`src/rtl/soc_uart_check_monitor_pkg.sv`:
```
// Shared types for the UART check monitor: receiver states, per-frame outcome
// classification and the synchronizer depth.
package soc_test_pkg;

  typedef enum logic [2:0] {
    IDLE,
    START,
    DATA,
    PARITY,
    STOP
  } rx_state_e;

  typedef enum logic [2:0] {
    ERR_NONE,
    ERR_MISMATCH,
    ERR_UNEXPECTED,
    ERR_FRAME,
    ERR_PARITY
  } err_kind_e;

  localparam int SYNC_STAGES = 2;

  // An empty FIFO wins over line errors so err_unexpected is reported even on a
  // broken frame; line errors suppress the data compare.
  function automatic err_kind_e classify_frame(input logic has_head,
                                               input logic frame_err,
                                               input logic par_err,
                                               input logic equal);
    err_kind_e kind;
    kind = ERR_NONE;
    if (!has_head)      kind = ERR_UNEXPECTED;
    else if (frame_err) kind = ERR_FRAME;
    else if (par_err)   kind = ERR_PARITY;
    else if (!equal)    kind = ERR_MISMATCH;
    return kind;
  endfunction

endpackage

```
`src/rtl/soc_uart_check_monitor_if.sv`:
```
// Expected-byte push handshake plus the received-frame result, shared between
// the stimulus side (master) and the monitor (slave).
interface soc_uart_check_monitor_if #(
  parameter int DATA_BITS = 8
);
  logic                 exp_valid;
  logic [DATA_BITS-1:0] exp_data;
  logic                 exp_ready;
  logic                 rx_strobe;
  logic [DATA_BITS-1:0] rx_data;

  modport master (
    output exp_valid,
    output exp_data,
    input  exp_ready,
    input  rx_strobe,
    input  rx_data
  );

  modport slave (
    input  exp_valid,
    input  exp_data,
    output exp_ready,
    output rx_strobe,
    output rx_data
  );
endinterface

```
`src/rtl/soc_uart_check_monitor_sync_fifo.sv`:
```
// Small FIFO of expected bytes with a show-ahead head so the compare can use it
// in the same cycle the frame completes.
module sync_fifo #(
  parameter int WIDTH = 8,
  parameter int DEPTH = 16
) (
  input  logic             clk,
  input  logic             reset,
  input  logic             push,
  input  logic [WIDTH-1:0] push_data,
  input  logic             pop,
  output logic [WIDTH-1:0] head,
  output logic             full,
  output logic             empty
);
  localparam int AW = $clog2(DEPTH);

  logic [WIDTH-1:0] mem [DEPTH];
  logic [AW:0]      wr_ptr_reg;
  logic [AW:0]      rd_ptr_reg;
  logic             push_ok;
  logic             pop_ok;

  assign push_ok = push && !full;
  assign pop_ok  = pop && !empty;

  always_ff @(posedge clk) begin
    if (push_ok) mem[wr_ptr_reg[AW-1:0]] <= push_data;
  end

  always_ff @(posedge clk) begin
    if (reset) begin
      wr_ptr_reg <= '0;
      rd_ptr_reg <= '0;
    end else begin
      if (push_ok) wr_ptr_reg <= wr_ptr_reg + (AW+1)'(1);
      if (pop_ok)  rd_ptr_reg <= rd_ptr_reg + (AW+1)'(1);
    end
  end

  // Extra pointer MSB distinguishes full from empty when the indices coincide.
  assign empty = (wr_ptr_reg == rd_ptr_reg);
  assign full  = (wr_ptr_reg[AW] != rd_ptr_reg[AW]) &&
                 (wr_ptr_reg[AW-1:0] == rd_ptr_reg[AW-1:0]);
  assign head  = mem[rd_ptr_reg[AW-1:0]];

endmodule

```
`src/rtl/soc_uart_check_monitor.sv`:
```
// UART receive monitor: decodes the serial line, compares each byte against the
// expected-byte FIFO and keeps counters, sticky error flags and an idle timeout.
module soc_uart_check_monitor
  import soc_test_pkg::*;
#(
  parameter int DATA_BITS    = 8,
  parameter int EXP_DEPTH    = 16,
  parameter int CNT_W        = 16,
  parameter int TIMEOUT_BITS = 64
) (
  input  logic                    clk,
  input  logic                    reset,
  input  logic                    rx_i,
  input  logic [15:0]             cfg_div,
  input  logic                    cfg_par_en,
  input  logic                    cfg_par_odd,
  soc_uart_check_monitor_if.slave exp_if,
  output logic [CNT_W-1:0]        match_cnt,
  output logic [CNT_W-1:0]        err_cnt,
  output logic                    err_mismatch,
  output logic                    err_unexpected,
  output logic                    err_frame,
  output logic                    err_parity,
  output logic                    timeout,
  output logic                    busy,
  output logic                    pending
);
  localparam int         TB_W     = $clog2(TIMEOUT_BITS + 1);
  localparam logic [3:0] LAST_BIT = 4'(DATA_BITS - 1);

  logic [SYNC_STAGES:0]   sync_chain;
  logic                   rx_s;
  logic                   rx_prev_reg;
  logic                   fall_edge;

  rx_state_e              state_reg, state_next;
  logic [15:0]            cnt_reg, cnt_next;
  logic [3:0]             bit_idx_reg, bit_idx_next;
  logic [DATA_BITS-1:0]   shift_reg, shift_next;
  logic                   par_acc_reg, par_acc_next;
  logic                   frame_err_reg, frame_err_next;
  logic                   par_err_reg, par_err_next;
  logic                   done_reg, done_next;
  logic [DATA_BITS-1:0]   rx_data_reg, rx_data_next;
  logic [15:0]            half_div;

  logic [CNT_W-1:0]       match_cnt_reg, err_cnt_reg;
  logic                   mismatch_reg, unexpected_reg, frame_flag_reg, parity_flag_reg;
  logic [15:0]            tick_reg;
  logic [TB_W-1:0]        idle_bits_reg;
  logic                   timeout_reg;

  logic [DATA_BITS-1:0]   fifo_head;
  logic                   fifo_full, fifo_empty;
  err_kind_e              frame_kind;

  assign sync_chain[0] = rx_i;

  genvar gi;
  generate
    for (gi = 0; gi < SYNC_STAGES; gi++) begin : g_sync
      always_ff @(posedge clk) begin
        if (reset) sync_chain[gi+1] <= 1'b1;
        else       sync_chain[gi+1] <= sync_chain[gi];
      end
    end
  endgenerate

  assign rx_s      = sync_chain[SYNC_STAGES];
  assign fall_edge = rx_prev_reg && !rx_s;
  assign half_div  = {1'b0, cfg_div[15:1]};

  always_ff @(posedge clk) begin
    if (reset) begin
      rx_prev_reg   <= 1'b1;
      state_reg     <= IDLE;
      cnt_reg       <= '0;
      bit_idx_reg   <= '0;
      shift_reg     <= '0;
      par_acc_reg   <= 1'b0;
      frame_err_reg <= 1'b0;
      par_err_reg   <= 1'b0;
      done_reg      <= 1'b0;
      rx_data_reg   <= '0;
    end else begin
      rx_prev_reg   <= rx_s;
      state_reg     <= state_next;
      cnt_reg       <= cnt_next;
      bit_idx_reg   <= bit_idx_next;
      shift_reg     <= shift_next;
      par_acc_reg   <= par_acc_next;
      frame_err_reg <= frame_err_next;
      par_err_reg   <= par_err_next;
      done_reg      <= done_next;
      rx_data_reg   <= rx_data_next;
    end
  end

  always_comb begin
    state_next     = state_reg;
    cnt_next       = cnt_reg;
    bit_idx_next   = bit_idx_reg;
    shift_next     = shift_reg;
    par_acc_next   = par_acc_reg;
    frame_err_next = frame_err_reg;
    par_err_next   = par_err_reg;
    done_next      = 1'b0;
    rx_data_next   = rx_data_reg;
    case (state_reg)
      IDLE: begin
        // A low stop bit leaves rx_prev low, so a new start needs the line to rise first.
        if (fall_edge) begin
          state_next = START;
          cnt_next   = '0;
        end
      end
      START: begin
        if (cnt_reg == half_div - 16'd1) begin
          cnt_next = '0;
          if (!rx_s) begin
            state_next     = DATA;
            bit_idx_next   = '0;
            par_acc_next   = 1'b0;
            frame_err_next = 1'b0;
            par_err_next   = 1'b0;
          end else begin
            state_next = IDLE;
          end
        end else begin
          cnt_next = cnt_reg + 16'd1;
        end
      end
      DATA: begin
        if (cnt_reg == cfg_div - 16'd1) begin
          cnt_next     = '0;
          shift_next   = {rx_s, shift_reg[DATA_BITS-1:1]};
          par_acc_next = par_acc_reg ^ rx_s;
          if (bit_idx_reg == LAST_BIT) state_next = cfg_par_en ? PARITY : STOP;
          else                         bit_idx_next = bit_idx_reg + 4'd1;
        end else begin
          cnt_next = cnt_reg + 16'd1;
        end
      end
      PARITY: begin
        if (cnt_reg == cfg_div - 16'd1) begin
          cnt_next     = '0;
          par_err_next = (rx_s != (par_acc_reg ^ cfg_par_odd));
          state_next   = STOP;
        end else begin
          cnt_next = cnt_reg + 16'd1;
        end
      end
      STOP: begin
        if (cnt_reg == cfg_div - 16'd1) begin
          cnt_next       = '0;
          frame_err_next = !rx_s;
          done_next      = 1'b1;
          rx_data_next   = shift_reg;
          state_next     = IDLE;
        end else begin
          cnt_next = cnt_reg + 16'd1;
        end
      end
      default: state_next = IDLE;
    endcase
  end

  // exp_ready reflects the pre-pop occupancy: a pop at full never frees a slot the same cycle.
  sync_fifo #(
    .WIDTH (DATA_BITS),
    .DEPTH (EXP_DEPTH)
  ) u_exp_fifo (
    .clk       (clk),
    .reset     (reset),
    .push      (exp_if.exp_valid && !fifo_full),
    .push_data (exp_if.exp_data),
    .pop       (done_reg && !fifo_empty),
    .head      (fifo_head),
    .full      (fifo_full),
    .empty     (fifo_empty)
  );

  assign frame_kind = classify_frame(!fifo_empty, frame_err_reg, par_err_reg,
                                     rx_data_reg == fifo_head);

  always_ff @(posedge clk) begin
    if (reset) begin
      match_cnt_reg   <= '0;
      err_cnt_reg     <= '0;
      mismatch_reg    <= 1'b0;
      unexpected_reg  <= 1'b0;
      frame_flag_reg  <= 1'b0;
      parity_flag_reg <= 1'b0;
    end else if (done_reg) begin
      if (frame_kind == ERR_NONE && match_cnt_reg != '1)
        match_cnt_reg <= match_cnt_reg + CNT_W'(1);
      if (frame_kind != ERR_NONE && err_cnt_reg != '1)
        err_cnt_reg <= err_cnt_reg + CNT_W'(1);
      if (frame_kind == ERR_MISMATCH)   mismatch_reg    <= 1'b1;
      if (frame_kind == ERR_UNEXPECTED) unexpected_reg  <= 1'b1;
      if (frame_err_reg)                frame_flag_reg  <= 1'b1;
      if (par_err_reg)                  parity_flag_reg <= 1'b1;
    end
  end

  // Idle timer counts whole bit-times of quiet line while bytes are still owed.
  always_ff @(posedge clk) begin
    if (reset) begin
      tick_reg      <= '0;
      idle_bits_reg <= '0;
      timeout_reg   <= 1'b0;
    end else begin
      if (fifo_empty || (state_reg == IDLE && fall_edge)) begin
        tick_reg      <= '0;
        idle_bits_reg <= '0;
      end else if (state_reg == IDLE) begin
        if (tick_reg == cfg_div - 16'd1) begin
          tick_reg <= '0;
          if (idle_bits_reg != TB_W'(TIMEOUT_BITS)) idle_bits_reg <= idle_bits_reg + TB_W'(1);
        end else begin
          tick_reg <= tick_reg + 16'd1;
        end
      end
      if (idle_bits_reg == TB_W'(TIMEOUT_BITS)) timeout_reg <= 1'b1;
    end
  end

  assign exp_if.exp_ready = !fifo_full;
  assign exp_if.rx_strobe = done_reg;
  assign exp_if.rx_data   = rx_data_reg;
  assign match_cnt        = match_cnt_reg;
  assign err_cnt          = err_cnt_reg;
  assign err_mismatch     = mismatch_reg;
  assign err_unexpected   = unexpected_reg;
  assign err_frame        = frame_flag_reg;
  assign err_parity       = parity_flag_reg;
  assign timeout          = timeout_reg;
  assign busy             = (state_reg != IDLE);
  assign pending          = !fifo_empty;

endmodule

```
`src/flat_wrapper.sv`:
```
// flat-port wrapper written by rule: the top's interface ports become plain ports
module soc_uart_check_monitor_flat import soc_test_pkg::*;
#(
  parameter int DATA_BITS    = 8,
  parameter int EXP_DEPTH    = 16,
  parameter int CNT_W        = 16,
  parameter int TIMEOUT_BITS = 64
)
  (clk, reset, rx_i, cfg_div, cfg_par_en, cfg_par_odd, match_cnt, err_cnt, err_mismatch, err_unexpected, err_frame, err_parity, timeout, busy, pending, exp_if_exp_valid, exp_if_exp_data, exp_if_exp_ready, exp_if_rx_strobe, exp_if_rx_data);
  soc_uart_check_monitor_if #(.DATA_BITS(DATA_BITS)) exp_if_i ();
  input  logic clk;
  input  logic reset;
  input  logic rx_i;
  input  logic [15:0] cfg_div;
  input  logic cfg_par_en;
  input  logic cfg_par_odd;
  output logic [CNT_W-1:0] match_cnt;
  output logic [CNT_W-1:0] err_cnt;
  output logic err_mismatch;
  output logic err_unexpected;
  output logic err_frame;
  output logic err_parity;
  output logic timeout;
  output logic busy;
  output logic pending;
  input wire logic [$bits(exp_if_i.exp_valid)-1:0] exp_if_exp_valid;
  input wire logic [$bits(exp_if_i.exp_data)-1:0] exp_if_exp_data;
  output wire logic [$bits(exp_if_i.exp_ready)-1:0] exp_if_exp_ready;
  output wire logic [$bits(exp_if_i.rx_strobe)-1:0] exp_if_rx_strobe;
  output wire logic [$bits(exp_if_i.rx_data)-1:0] exp_if_rx_data;
  assign exp_if_i.exp_valid = exp_if_exp_valid;
  assign exp_if_i.exp_data = exp_if_exp_data;
  assign exp_if_exp_ready = exp_if_i.exp_ready;
  assign exp_if_rx_strobe = exp_if_i.rx_strobe;
  assign exp_if_rx_data = exp_if_i.rx_data;
  soc_uart_check_monitor #(.DATA_BITS(DATA_BITS), .EXP_DEPTH(EXP_DEPTH), .CNT_W(CNT_W), .TIMEOUT_BITS(TIMEOUT_BITS)) u_core (.clk(clk), .reset(reset), .rx_i(rx_i), .cfg_div(cfg_div), .cfg_par_en(cfg_par_en), .cfg_par_odd(cfg_par_odd), .exp_if(exp_if_i), .match_cnt(match_cnt), .err_cnt(err_cnt), .err_mismatch(err_mismatch), .err_unexpected(err_unexpected), .err_frame(err_frame), .err_parity(err_parity), .timeout(timeout), .busy(busy), .pending(pending));
endmodule
```
`config.mk`:
```
export PLATFORM = sky130hd
export DESIGN_NAME = soc_uart_check_monitor_flat
export DESIGN_NICKNAME = d
export VERILOG_FILES = /design/src/rtl/soc_uart_check_monitor_pkg.sv /design/src/rtl/soc_uart_check_monitor_if.sv /design/src/rtl/soc_uart_check_monitor_sync_fifo.sv /design/src/rtl/soc_uart_check_monitor.sv /design/src/flat_wrapper.sv
export SDC_FILE = /design/constraint.sdc
export NUM_CORES = 1
export LEC_CHECK = 0
export BUFFER_PORTS_ARGS = -buffer_cell sky130_fd_sc_hd__buf_2
export CORE_ASPECT_RATIO = 1.25
export CORE_MARGIN = 8
export CORE_UTILIZATION = 60
export DETAILED_ROUTE_END_ITERATION = 8
export PLACE_DENSITY_LB_ADDON = 0.08
export SLEW_MARGIN = 10
export SYNTH_ARGS = -nofsm -noshare
export SYNTH_HDL_FRONTEND = slang
export SYNTH_SLANG_ARGS = --single-unit
```
`constraint.sdc`:
```
create_clock -name clk -period 5.6 [get_ports clk]
set_clock_uncertainty 0.05 [all_clocks]
set_input_delay 0.84 -clock clk [delete_from_list [all_inputs] [get_ports clk]]
set_output_delay 0.84 -clock clk [all_outputs]
set_load 0.02 [all_outputs]
```
---- Yosys cells after proc, flatten, opt, wreduce, memory -nomap -nowiden ----
Memory sizes are Yosys's and may differ from the RTL's. A register that Yosys moved wholly into a read port is not among the register bits.
Cells that the tools add are included.
storage, ports and cells
  memory bits (writable) .................. 128
  bits in latches ......................... 0
  memories ................................ 1
  bits in registers ....................... 116
  memory bits (read-only) ................. 0
  output and inout bits ................... 49
memory list
  memory                 words  bits a word  rd ports  clocked after memory_dff  write ports  line                                    RTL
  u_core.u_exp_fifo.mem  16     8            1         1                         1            soc_uart_check_monitor_sync_fifo.sv:18  logic [WIDTH-1:0] mem [DEPTH];
cells by class
  multipliers ............................. 0
  reductions and logical operators ........ 39
  eq/ne operators ......................... 27
  order comparisons ....................... 0
  multiplexer cells ....................... 36
  div/mod/pow operators ................... 0
  bitwise gates (word level) .............. 3
  add/subtract/negate cells ............... 10
  shift-type cells ........................ 0
operators with widths
  operator                                             number
  adder 16 x 1 -> 16 bit, second input constant        4
  2-to-1 mux 16 bit                                    4
  equality test 16 bit                                 3
  case mux 16 bit (3 select lines)                     1
  != test 16 bit, second input constant                2
  2-to-1 mux 3 bit                                     10
  2-to-1 mux 4 bit                                     6
  AND reduction 2 bit                                  9
  subtractor 15 x 1 -> 16 bit, second input constant   1
  subtractor 16 x 1 -> 16 bit, second input constant   1
  case mux 3 bit (5 select lines)                      1
  != test 2 x 1 -> 1 bit, second input constant        6
  AND reduction 4 bit                                  3
  adder 5 x 1 -> 5 bit, second input constant          2
  equality test 3 x 2 -> 1 bit, second input constant  3
  logical AND 1 bit                                    9
  2-to-1 mux 1 bit                                     9
  nonzero test 3 bit                                   3
  equality test 8 bit                                  1
  case mux 4 bit (2 select lines)                      1
  adder 7 x 1 -> 7 bit, second input constant          1
  equality test 7 bit, second input constant           1
  != test 7 bit, second input constant                 1
  equality test 3 x 1 -> 1 bit, second input constant  2
  20 further kinds                                     31

---- Depth between registers and ports, before layout ----
  depth in word-level cells ............... 8
  gate-level depth with buffers ........... 13

---- Hierarchy ----
Synthesis repeated with hierarchy kept, for this count alone.
unflattened totals
  cells, all modules ...................... 1,036
  area, all modules ....................... 12,084.1 um^2
modules (own cells, without submodules)
  module                  cells each  times used  area an instance (um^2)
  soc_uart_check_monitor  757         1           6,246.0
  sync_fifo               279         1           5,838.1

---- Worst setup path before layout ----
No wires, ideal clock.
  kind .................................... in2reg
  start ................................... input cfg_div[2]
  end ..................................... register u_core.state_reg[0]
  stages .................................. 11
  path slack .............................. 1.550 ns
  data arrival time ....................... 3.877 ns
  path buffers ............................ 1
  cells stage by stage .................... clkbuf_1 -> inv_1 -> ha_1 -> nor4b_1 -> a21oi_1 -> a2111oi_0 -> nand4_1 -> nor4_4 -> a21oi_2 -> or4_4 -> mux2_1
on the way
  word-level cells in the longest chain between the ends .. 4
ends and longest elaborated chain
  item                                                                        line                          RTL
  start: declaration                                                          flat_wrapper.sv:14            input logic [15:0] cfg_div;
  subtractor 16 x 1 -> 16 bit or subtractor 15 x 1 -> 16 bit (tied branches)  -
  equality test 16 bit, on equally long branches                              -
  != test 2 x 1 -> 1 bit (no source line)                                     -
  AND reduction 6 bit (no source line) *                                      -
  end signal: assignment                                                      soc_uart_check_monitor.sv:87  state_reg <= state_next;
  end: declaration                                                            soc_uart_check_monitor.sv:36  rx_state_e state_reg, state_next;
Mark *: on every way between the ends. The rest lies on a longest branch, timed or not.
A chain may end at the register's enable or synchronous reset.

---- Worst setup path after layout ----
Same ends and word-level chain as after synthesis.

==> results.cfg <==
[sta]
slew_headroom_pct = 21.0
setup_viol = 0
post-route-min-period_ns = 4.06
tns_ns = 0
maxSlewViolCount = 0
max_freq_mhz = 247
post-route-period-util_pct = 72.4
worst_slew_pin_slew_ns = 1.18
hold_viol_final = 0
finalWorstSetupSlack_ns = 1.54
rsz0062_at_grt = false

[grt]
track_usage_pct = 24.2
grt_max_degree = 41
grt_pass1_vias = 9059
grt_pass1_wl_um = 48100
antenna_found_initial = 0
grt_overflow = 0

[floorplanning]
fp.dieArea_mm2 = 0.0256
ios = 79
coreArea_mm2 = 0.0206
die_y_um = 177
start_util_pct = 60.4
die_w_um = 145
row_count = 59

[worst_setup_path]
cp_data_arrival_time_ns = 4.41
crit_required_ns = 5.95
start_kind = input port
end_kind = register
crit_path_max_fanout = 13
crit_type = input port to register

[cells_and_area]
nNetsFinal = 1240
final_cell_mix = edfxtp_1, dfxtp_1, nor2_1
layout_commonest_cell = edfxtp_1
antenna_cells = 0
area_delta_synth_final_pct = 11.3
largest_register_ffs = 128
drive_gt1_share_pct = 16.2

[synth]
synth-async-reset-ratio_pct = 0
syn_area_mm2 = 0.0124
synthDistinctLibCells = 71
syn-num-nets = 1189
yosysSeqAreaShare_pct = 50.2
synth_top_area_share_pct = 30.9
syn_inst = 1145
yosys.area.top_type = edfxtp_1
avgSynthCellArea_um2 = 10.9
synth.area.top_cells = edfxtp_1, dfxtp_1, mux4_2, xor2_1, nor2_1
ys_warn_count = 0
ys.flop_type = edfxtp_1
ys_ff_latch = 248
synth_enable_flop_cells = 128

[status]
status = completed

[placement]
hpwl_um = 21500
place_ws_ns = 1.05
gp_congestion = 0.958
port_buffers = 78

[drt]
ant_nets = 0
drc = 0
first_pass_iters = 5
via_per_inst = 6.12
avgRoutedWirePerCell_um = 20.6
vias = 9093
finalWirelength_um = 30500
drt_iter0_markers = 490

[cts]
cts_max_path_buffers = 3
insertion_delay_ns = 0.52
htreeDepth = 1
clock-sinks = 248
cts_tree = built
root_buffer = clkbuf_16
cts_setup_buffers = 0
cts_buffers = 25
cts.clk_slew.worst_paths_ns = 0.06
holdBufCountCts = 0
ctsResizeCount = 0

[pwr]
p_total_mw = 4.00
power.leakage_nw = 4.98
ir_drop_v = 0.000328
power_density_mw_per_mm2 = 289

[worst_hold_path]
hold_path_class = register to register

[run]
max-cap-violations = 0
Yosys cell counts (9+ instances only):
cell,count
edfxtp_1,128
dfxtp_1,120
nor2_1,114
nand2_1,85
xor2_1,60
clkbuf_1,51
nand3_1,44
xnor2_1,42
a21oi_1,40
mux2i_1,34
mux4_2,34
o21ai_0,34
nand4_1,29
and3_1,26
nor3_1,25
inv_1,23
nand2b_1,17
nor2b_1,17
ha_1,14
or3_1,13
buf_2,12
nor4_1,12
and2_1,10
buf_1,9
routing by layer:
metal  global-route usage, %  up-vias  part of all wire (%)
met5                       0        -                     0
met4                    12.1        0                   4.3
met3                    3.21       90                   4.9
met2                    44.5      264                    54
met1                    26.5     4418                    37
li1                        -     4321                     -
kinds of logic (layout without fill, tap and decap cells):
group                      count (synthesis)  count (layout)  synth area share (%)
AOI/OAI and AO/OA                        158             158                  8.58
adders and majority gates                 14              14                  1.41
DFF                                      248             248                  50.2
buffers and inverters                     96             163                  3.08
and+or+nand+nor                          444             444                  18.7
muxes                                     77              77                  9.71
xor gates and xnor gates                 108             108                  8.27
path summary, 6_finish.rpt:
kind / startpoint / to / slack (ns) / cells after the start
hold reg to reg: u_core.sync_chain[1] / u_core.rx_s / 0.36 / 1
setup / recovery: cfg_div[2] / u_core.state_reg[0] / 1.54 / 11
hold / removal: u_core.sync_chain[1] / u_core.rx_s / 0.36 / 1
setup reg to reg: register / u_core.match_cnt[15] / 1.57 / 9
metrics by stage:
step                hold slack, ns  instances  util (%)  instance area, um^2
floorplan                    0.339       1145         -                12400
global placement             0.346       1443      63.2                13000
detailed placement           0.345       1443      63.2                13000
CTS                          0.362       1486      67.2                13800
global route                 0.377       1486      67.2                13800
finish                       0.363       1486      67.2                13800
critical path, stage by stage:
cell and delay, ns:
buf_2 0.17, inv_1 0.09, ha_1 0.48, nor2b_1 0.44, nand4_1 0.26, a2111oi_0 0.50, nand4_1 0.24, nor4_4 0.40
a21oi_2 0.17, or4_4 0.48, mux2_1 0.32
layout make-up:
type                            count  area, um^2
Fill cell                        1549        6760
Sequential cell                   248        6250
Multi-Input combinational cell    801        5810
Clock buffer                       29         641
Timing Repair Buffer               97         533
Tap cell                          274         343
Clock inverter                     14         180
Inverter                           23        86.3
where the power goes:
group	leakage [nW]	internal (mW)	total (mW)	switching (mW)
logic	2.47	0.121	0.356	0.235
registers	2.12	1.93	1.96	0.0290
clock network	0.390	1.00	1.68	0.675
No activity file was read; power rests on OpenSTA's default activity.
